--- src/rtl/updown_counter_n.sv ---
// Parametrised up/down counter with load, enable, wrap/saturate
// limit handling, terminal count and sticky overflow.
module updown_counter_n #(
    parameter int              W   = 4,
    parameter longint unsigned MAX = (64'd1 << W) - 64'd1
) (
    input  logic         clk,
    input  logic         rst,
    input  logic         en,
    input  logic         m,
    input  logic         sat,
    input  logic         ld,
    input  logic [W-1:0] din,
    output logic [W-1:0] out,
    output logic         tc,
    output logic         ovf
);

    localparam logic [W-1:0] TOP  = MAX[W-1:0];
    localparam logic [W-1:0] ZERO = '0;
    localparam logic [W-1:0] ONE  = W'(1);

    logic         at_top;
    logic         at_bot;
    logic         at_lim;
    logic [W-1:0] ld_val;
    logic [W-1:0] wrap_val;
    logic [W-1:0] step_val;

    assign at_top = (out == TOP);
    assign at_bot = (out == ZERO);
    assign at_lim = m ? at_bot : at_top;
    assign tc     = at_lim;

    // Out-of-range load values clamp to the top count.
    assign ld_val   = (din > TOP) ? TOP : din;
    assign wrap_val = m ? TOP : ZERO;
    assign step_val = m ? (out - ONE) : (out + ONE);

    always_ff @(posedge clk) begin
        if (rst) begin
            out <= ZERO;
            ovf <= 1'b0;
        end else if (ld) begin
            out <= ld_val;
            ovf <= 1'b0;
        end else if (en) begin
            if (at_lim) begin
                ovf <= 1'b1;
                if (!sat) begin
                    out <= wrap_val;
                end
            end else begin
                out <= step_val;
            end
        end
    end

endmodule

--- config.mk ---
export PLATFORM = sky130hd
export DESIGN_NAME = updown_counter_n
export DESIGN_NICKNAME = d
export VERILOG_FILES = /design/src/rtl/updown_counter_n.sv
export SDC_FILE = /design/constraint.sdc
export NUM_CORES = 1
export LEC_CHECK = 0
export CAP_MARGIN = 20
export CELL_PAD_IN_SITES_DETAIL_PLACEMENT = 1
export CELL_PAD_IN_SITES_GLOBAL_PLACEMENT = 1
export CORE_MARGIN = 2
export CORE_UTILIZATION = 31
export DETAILED_ROUTE_END_ITERATION = 16
export PLACE_DENSITY = 0.77
export RECOVER_POWER = 25
export SLEW_MARGIN = 40
export SYNTH_ARGS = -nofsm -noshare
export SYNTH_HDL_FRONTEND = slang
export SYNTH_SLANG_ARGS = --single-unit
--- constraint.sdc ---
create_clock -name clk -period 2.43 [get_ports clk]
set_input_delay 0.3645 -clock clk [delete_from_list [all_inputs] [get_ports clk]]
set_output_delay 0.3645 -clock clk [all_outputs]
set_load 0.05 [all_outputs]
==> reports/results.ini, run 1 <==
[cts]
tritoncts=yes
clock_sinks=5
clock-root-buffer=clkbuf_4
ctsResizeCount=0
cts_inserted_buffers=3
clk_path_buf_depth=2
clkTransAtPathRegs_ns=0.05
htreeDepth=1
hold_buffers=0
cts_setup_buffers=0
clk_latency_ns=0.24

[layout]
num-nets-final=85
syn_to_final_growth_pct=50.3
finalNonFillerCells=86
num-fill-cells=163
n_antenna_cell=0
drive_gt1_frac=0.169

[detailed_routing]
drcViolationCount=0
drt_iter0_markers=1
vias_per_cell=4.92
wirelength_um=1050
vias=423
drt_first_pass_iters=2
wl_per_cell_um=12.2
postRouteAntennaNets=0

[critical_path]
crit_path_max_incr_delay_ns=0.42
cp_cell_sequence=clkdlybuf4s50_1 > buf_4 > nor2b_1 > nand4_1 > nand2_1 > buf_12
path_max_fanout=6
critPathSlowestCell=clkdlybuf4s50_1
worstPathRequired_ns=2.07
path_class=input port to primary output
endpoint_kind=primary output
startpoint_type=input port
cp_data_arrival_time_ns=1.68

[timing]
worstMarginPinSlew_ns=0.500
rsz0062_at_grt=false
fin_crit_sh=0.843
fmax_mhz=488
setup_violations=0
hold_violations=0
tns_ns=0
post-route-min-period_ns=2.05
skew_ns=0.0102
maxSlewHeadroom=0.666
slew_violations=0

[power_and_ir_drop]
p_clk_frac=0.298
seqPwrFrac=0.302
p_leak_uw=0.000272
p_int_uw=212
power.switching_uw=118
p_sw_frac=0.357
powerDensity_mw_per_mm2=525
pwr-share-comb=0.400
peakVddDrop_mv=0.342

[synth]
yosysUniqueCellTypes=26
netlist_instances=51
ys_seq_area_frac=0.240
ys_ff_latch=5
avgSynthCellArea_um2=8.19
ys.warnings.count=0
synth_nets=64
syn_area_um2=418

[min_path]
min_path_type=flip-flop to flip-flop

[placed_design]
hpwl_um=847
post-place-cells=82
port_buffers=15
gp_congestion=0.715

[global_routing]
grt_pass1_wl_um=1770
antenna_found_initial=0
grt_usage=0.160
grt_pass1_vias=437
grt-ovfl-total=0
grt_max_degree=8

[floorplanning]
io-pin-count=16
die_y_um=40.7
dieArea_mm2=0.00166
die_x_um=40.7
placeableCoreArea_mm2=0.00128
start_util=0.325
rows=13

[job]
drv_cap=0

[outcome]
outcome=complete, no violations

-- cell type report --
class                   count  area (um^2)  area share
multi-input cells          39          289       0.460
repair buffers             16          168       0.267
flip-flops and latches      5          100       0.159
clock buffers               4         26.3      0.0418
inverters                   7         26.3      0.0418
well taps                  15         18.8      0.0299
-- cells by family (layout without fill, tap and decap cells) --
group,Yosys count,after routing,synth area share
and+or+nand+nor,17,17,0.234
AOI/OAI and AO/OA,15,15,0.269
buffers and inverters,7,27,0.0629
DFF,5,5,0.240
adders and majority gates,3,3,0.108
xor gates and xnor gates,3,3,0.0629
muxes,1,1,0.0240
-- per-layer routing --
layer / vias to the layer above / GRT usage / part of all wire
met5: - / 0 / 0
met4: 0 / 0.0750 / 0
met3: 0 / 0.0163 / 0.028
met2: 12 / 0.266 / 0.47
met1: 186 / 0.207 / 0.50
li1: 225 / - / -
-- registers in the layout, indices dropped and copies added (netlist names) --
signal / count
out: 4
ovf: 1
-- cell usage in the layout (no fill, tap or decap) --
master | netlist | routed
a221oi_2 | 1 | 1
a21oi_1 | 6 | 6
a21o_2 | 1 | 1
o21ai_0 | 1 | 1
o221ai_1 | 2 | 2
nand4_1 | 1 | 1
nor3_1 | 2 | 2
nor2_1 | 1 | 1
o211ai_1 | 1 | 1
xor2_1 | 2 | 2
o21ai_2 | 1 | 1
and2_2 | 1 | 1
o31a_1 | 1 | 1
buf_12 | 0 | 1
dfxtp_1 | 5 | 5
nand2_1 | 6 | 7
clkdlybuf4s50_1 | 0 | 14
clkbuf_1 | 0 | 1
buf_4 | 0 | 1
ha_1 | 2 | 2
xnor2_1 | 1 | 1
and3_1 | 1 | 1
mux2i_1 | 1 | 1
fa_1 | 1 | 1
and4_2 | 1 | 1
clkbuf_4 | 0 | 3
nor2b_1 | 2 | 2
nor4_2 | 1 | 1
inv_1 | 7 | 7
o32a_2 | 1 | 1
-- final timing paths --
| check | slack, ns | start | endpoint | depth (start not counted) |
|---|---|---|---|---|
| setup / recovery | 0.38 | m | tc | 6 |
| setup reg to reg | 0.68 | out[0]$_SDFFE_PP0P_ | out[2]$_SDFFE_PP0P_ | 5 |
| hold reg to reg | 0.51 | ovf$_SDFFE_PP0P_ | ovf$_SDFFE_PP0P_ | 2 |
| hold / removal | 0.51 | ovf$_SDFFE_PP0P_ | ovf$_SDFFE_PP0P_ | 2 |
-- stage by stage --
stage | hold slack, ns | instance area [um^2] | total power [uW] | utilization | worst slack, ns
finish | 0.513 | 628 | 330 | 0.489 | 0.383
global route | 0.580 | 628 | 353 | 0.489 | 0.278
CTS | 0.514 | 631 | 333 | 0.491 | 0.413
detailed placement | 0.503 | 604 | 235 | 0.470 | 0.272
global placement | 0.505 | 604 | 233 | 0.470 | 0.335
floorplan | 0.431 | 418 | 181 | - | 0.424
-- critical path: cells and delay by family --
family / cells / cell delay, ns
buffers and inverters: 3 / 0.75
AND/OR/NAND/NOR: 3 / 0.57
-- power by group through the flow --
| stage | sequential (uW) | clock (uW) | combinational (uW) |
|---|---|---|---|
| floorplan | 122 | 0 | 59.0 |
| global placement | 101 | 0 | 132 |
| detailed placement | 101 | 0 | 134 |
| CTS | 99.8 | 99.0 | 134 |
| global route | 101 | 107 | 145 |
| finish | 99.7 | 98.3 | 132 |
-- synth_stat cells (all sizes together) --
master	count	area [um^2]
and2	1	7.51
a21oi	6	30.0
o221ai	2	17.5
nand2	7	28.8
and4	1	10.0
nor4	1	12.5
a221oi	1	15.0
dfxtp	5	100
and3	1	6.26
ha	2	25.0
xnor2	1	8.76
nand4	1	6.26
o21ai	2	13.8
fa	1	20.0
inv	7	26.3
xor2	2	17.5
a21o	1	8.76
mux2i	1	10.0
nor2	1	3.75
o211ai	1	7.51
nor2b	2	12.5
o32a	1	11.3
o31a	1	8.76
nor3	2	10.0
(Power assumes the default switching activity.)
==> run 2, diff against run 1 <==
--- a/config.mk
+++ b/config.mk
@@ -9,9 +9,9 @@
 export CELL_PAD_IN_SITES_DETAIL_PLACEMENT = 1
 export CELL_PAD_IN_SITES_GLOBAL_PLACEMENT = 1
 export CORE_MARGIN = 2
-export CORE_UTILIZATION = 31
+export CORE_UTILIZATION = 26
 export DETAILED_ROUTE_END_ITERATION = 16
-export PLACE_DENSITY = 0.77
+export PLACE_DENSITY = 0.69
 export RECOVER_POWER = 25
 export SLEW_MARGIN = 40
 export SYNTH_ARGS = -nofsm -noshare
==> constraint.sdc (replaced) <==
create_clock -name clk -period 1.8 [get_ports clk]
set_input_delay 0.27 -clock clk [delete_from_list [all_inputs] [get_ports clk]]
set_output_delay 0.27 -clock clk [all_outputs]
set_load 0.05 [all_outputs]
==> run 2 against run 1 <==
Effect of this change: sequential share of layout area is 0.21 points lower; via count is 13% higher; combinational power is 40% higher; die area is 17% higher; sequential power is 37% higher; global-route usage is 0.22 points lower; flip-flop and latch count stayed put; register-to-register slack worse by 0.53 ns.
==> reports/results.ini, run 2 (synthesis gave the netlist of run 1 again) <==
[critical_path]
regToRegSetupSlack_ns=0.15
worst-path-buf-inv=1
crit_path_max_incr_delay_ns=0.81
worstPathRequired_ns=1.53
path_max_fanout=5
worstRegToRegCells=5
cp_top_family=buffers and inverters
startpoint_type=flip-flop
r2r-start=out[0]$_SDFFE_PP0P_
cp_data_arrival_time_ns=1.41
path_class=flip-flop to primary output
critPathSlowestCell=clkdlybuf4s50_1
endpoint_kind=primary output
cp_cell_sequence=clkdlybuf4s50_1
rr_endpoint=out[2]$_SDFFE_PP0P_

[cts]
clk_latency_ns=0.24
clk_path_buf_depth=2
hold_buffers=0
clock-root-buffer=clkbuf_4
htreeDepth=1
cts_inserted_buffers=3
clock_sinks=5
clkTransAtPathRegs_ns=0.05
tritoncts=yes

[detailed_routing]
drcViolationCount=0
wl_per_cell_um=13.7
vias=479
drt_first_pass_iters=4
vias_per_cell=5.21
wirelength_um=1260
drt_iter0_markers=9
postRouteAntennaNets=0

[global_routing]
grt-ovfl-total=0
grt_max_degree=8
antenna_found_initial=0
grt_pass1_vias=496
grt_usage=0.158
grt_pass1_wl_um=2250

[layout]
most-common-layout-cells=clkdlybuf4s50_1, inv_1, nand2_1, a21oi_1, buf_4
n_antenna_cell=0
final_common_cell=clkdlybuf4s50_1
syn_to_final_growth_pct=59.9
num-nets-final=90
finalNonFillerCells=92
regArea_um2=105
drive_gt1_frac=0.316
multi_input_area_um2=294
largest_register_ff_count=4
largest_register=out
finish.utilization=0.444
top_regs=out: 4 flops, ovf: 1 flops
num-fill-cells=186

[floorplanning]
placeableCoreArea_mm2=0.00151
dieArea_mm2=0.00194
start_util=0.277
rows=14
die_y_um=44.1
die_x_um=44.1
io-pin-count=16

[power_and_ir_drop]
peakVddDrop_mv=0.264
p_leak_uw=0.000303
powerDensity_mw_per_mm2=680

[timing]
post-route-min-period_ns=1.68
fmax_mhz=594
skew_ns=0.00615
slew_violations=0
worstMarginPinSlew_ns=0.593
fin_crit_sh=0.935
rsz0062_at_grt=false
hold_violations=0
setup_violations=0
maxSlewHeadroom=0.606
setup_ws_ns=0.117

[min_path]
hold_end=ovf$_SDFFE_PP0P_
min_path_type=flip-flop to flip-flop
hp-start=ovf$_SDFFE_PP0P_
worstHoldPathCells=2

[outcome]
outcome=complete, no violations

[placed_design]
post-place-ws_ns=-0.235
hpwl_um=961
port_buffers=15
post-place-cells=87
gp_congestion=0.802

[job]
drv_cap=0

## run 2: how the worst max path moves through the flow
stage               depth (start not counted)           startpoint                  end  slack (ns)
floorplan                                   5  out[0]$_SDFFE_PP0P_  out[2]$_SDFFE_PP0P_       0.004
global placement                            6                    m  out[2]$_SDFFE_PP0P_       -0.21
detailed placement                          6                    m  out[2]$_SDFFE_PP0P_       -0.23
CTS                                         6                    m  out[2]$_SDFFE_PP0P_        0.02
global route                                5  out[1]$_SDFFE_PP0P_                   tc        0.05
finish                                      1  out[0]$_SDFFE_PP0P_               out[0]        0.12
## run 2: metal layers
| layer | wire length [um] | up-vias | GRT usage | share of wire |
|---|---|---|---|---|
| li1 | - | 237 | - | - |
| met1 | 586 | 224 | 0.207 | 0.47 |
| met2 | 595 | 16 | 0.235 | 0.47 |
| met3 | 67 | 2 | 0.0286 | 0.053 |
| met4 | 10 | 0 | 0.109 | 0.0079 |
| met5 | 0 | - | 0 | 0 |
## run 2: report_power, final
group | internal [uW] | switching, uW
registers | 122 | 15.1
clock network | 84.0 | 47.8
logic | 84.1 | 101
## run 2: repair_timing
| action | 4_1_cts | 5_1_grt |
|---|---|---|
| setup buffers | 1 | 0 |
| pin swaps | 1 | 1 |
| gates resized for setup | 0 | 3 |
| setup endpoints to repair | 1 | 4 |
## run 2: layout make-up
cell class	count	share of cell area
Timing Repair Buffer	21	0.294
Clock buffer	4	0.0393
Multi-Input combinational cell	39	0.440
Tap cell	16	0.0300
Sequential cell	5	0.157
Inverter	7	0.0393
## run 2: stage by stage
stage	hold slack, ns	total power (uW)	cell area, um^2	setup TNS, ns
finish	0.520	454	668	0
global route	0.556	489	668	0
CTS	0.523	466	667	0
detailed placement	0.507	326	633	-0.579
global placement	0.499	324	633	-0.580
floorplan	0.329	246	423	0
## run 2: worst min-delay path, cell delays in order, from the launching register on
cell     delay, ns
dfxtp_1       0.30
a21oi_1       0.12
nor3_1        0.05
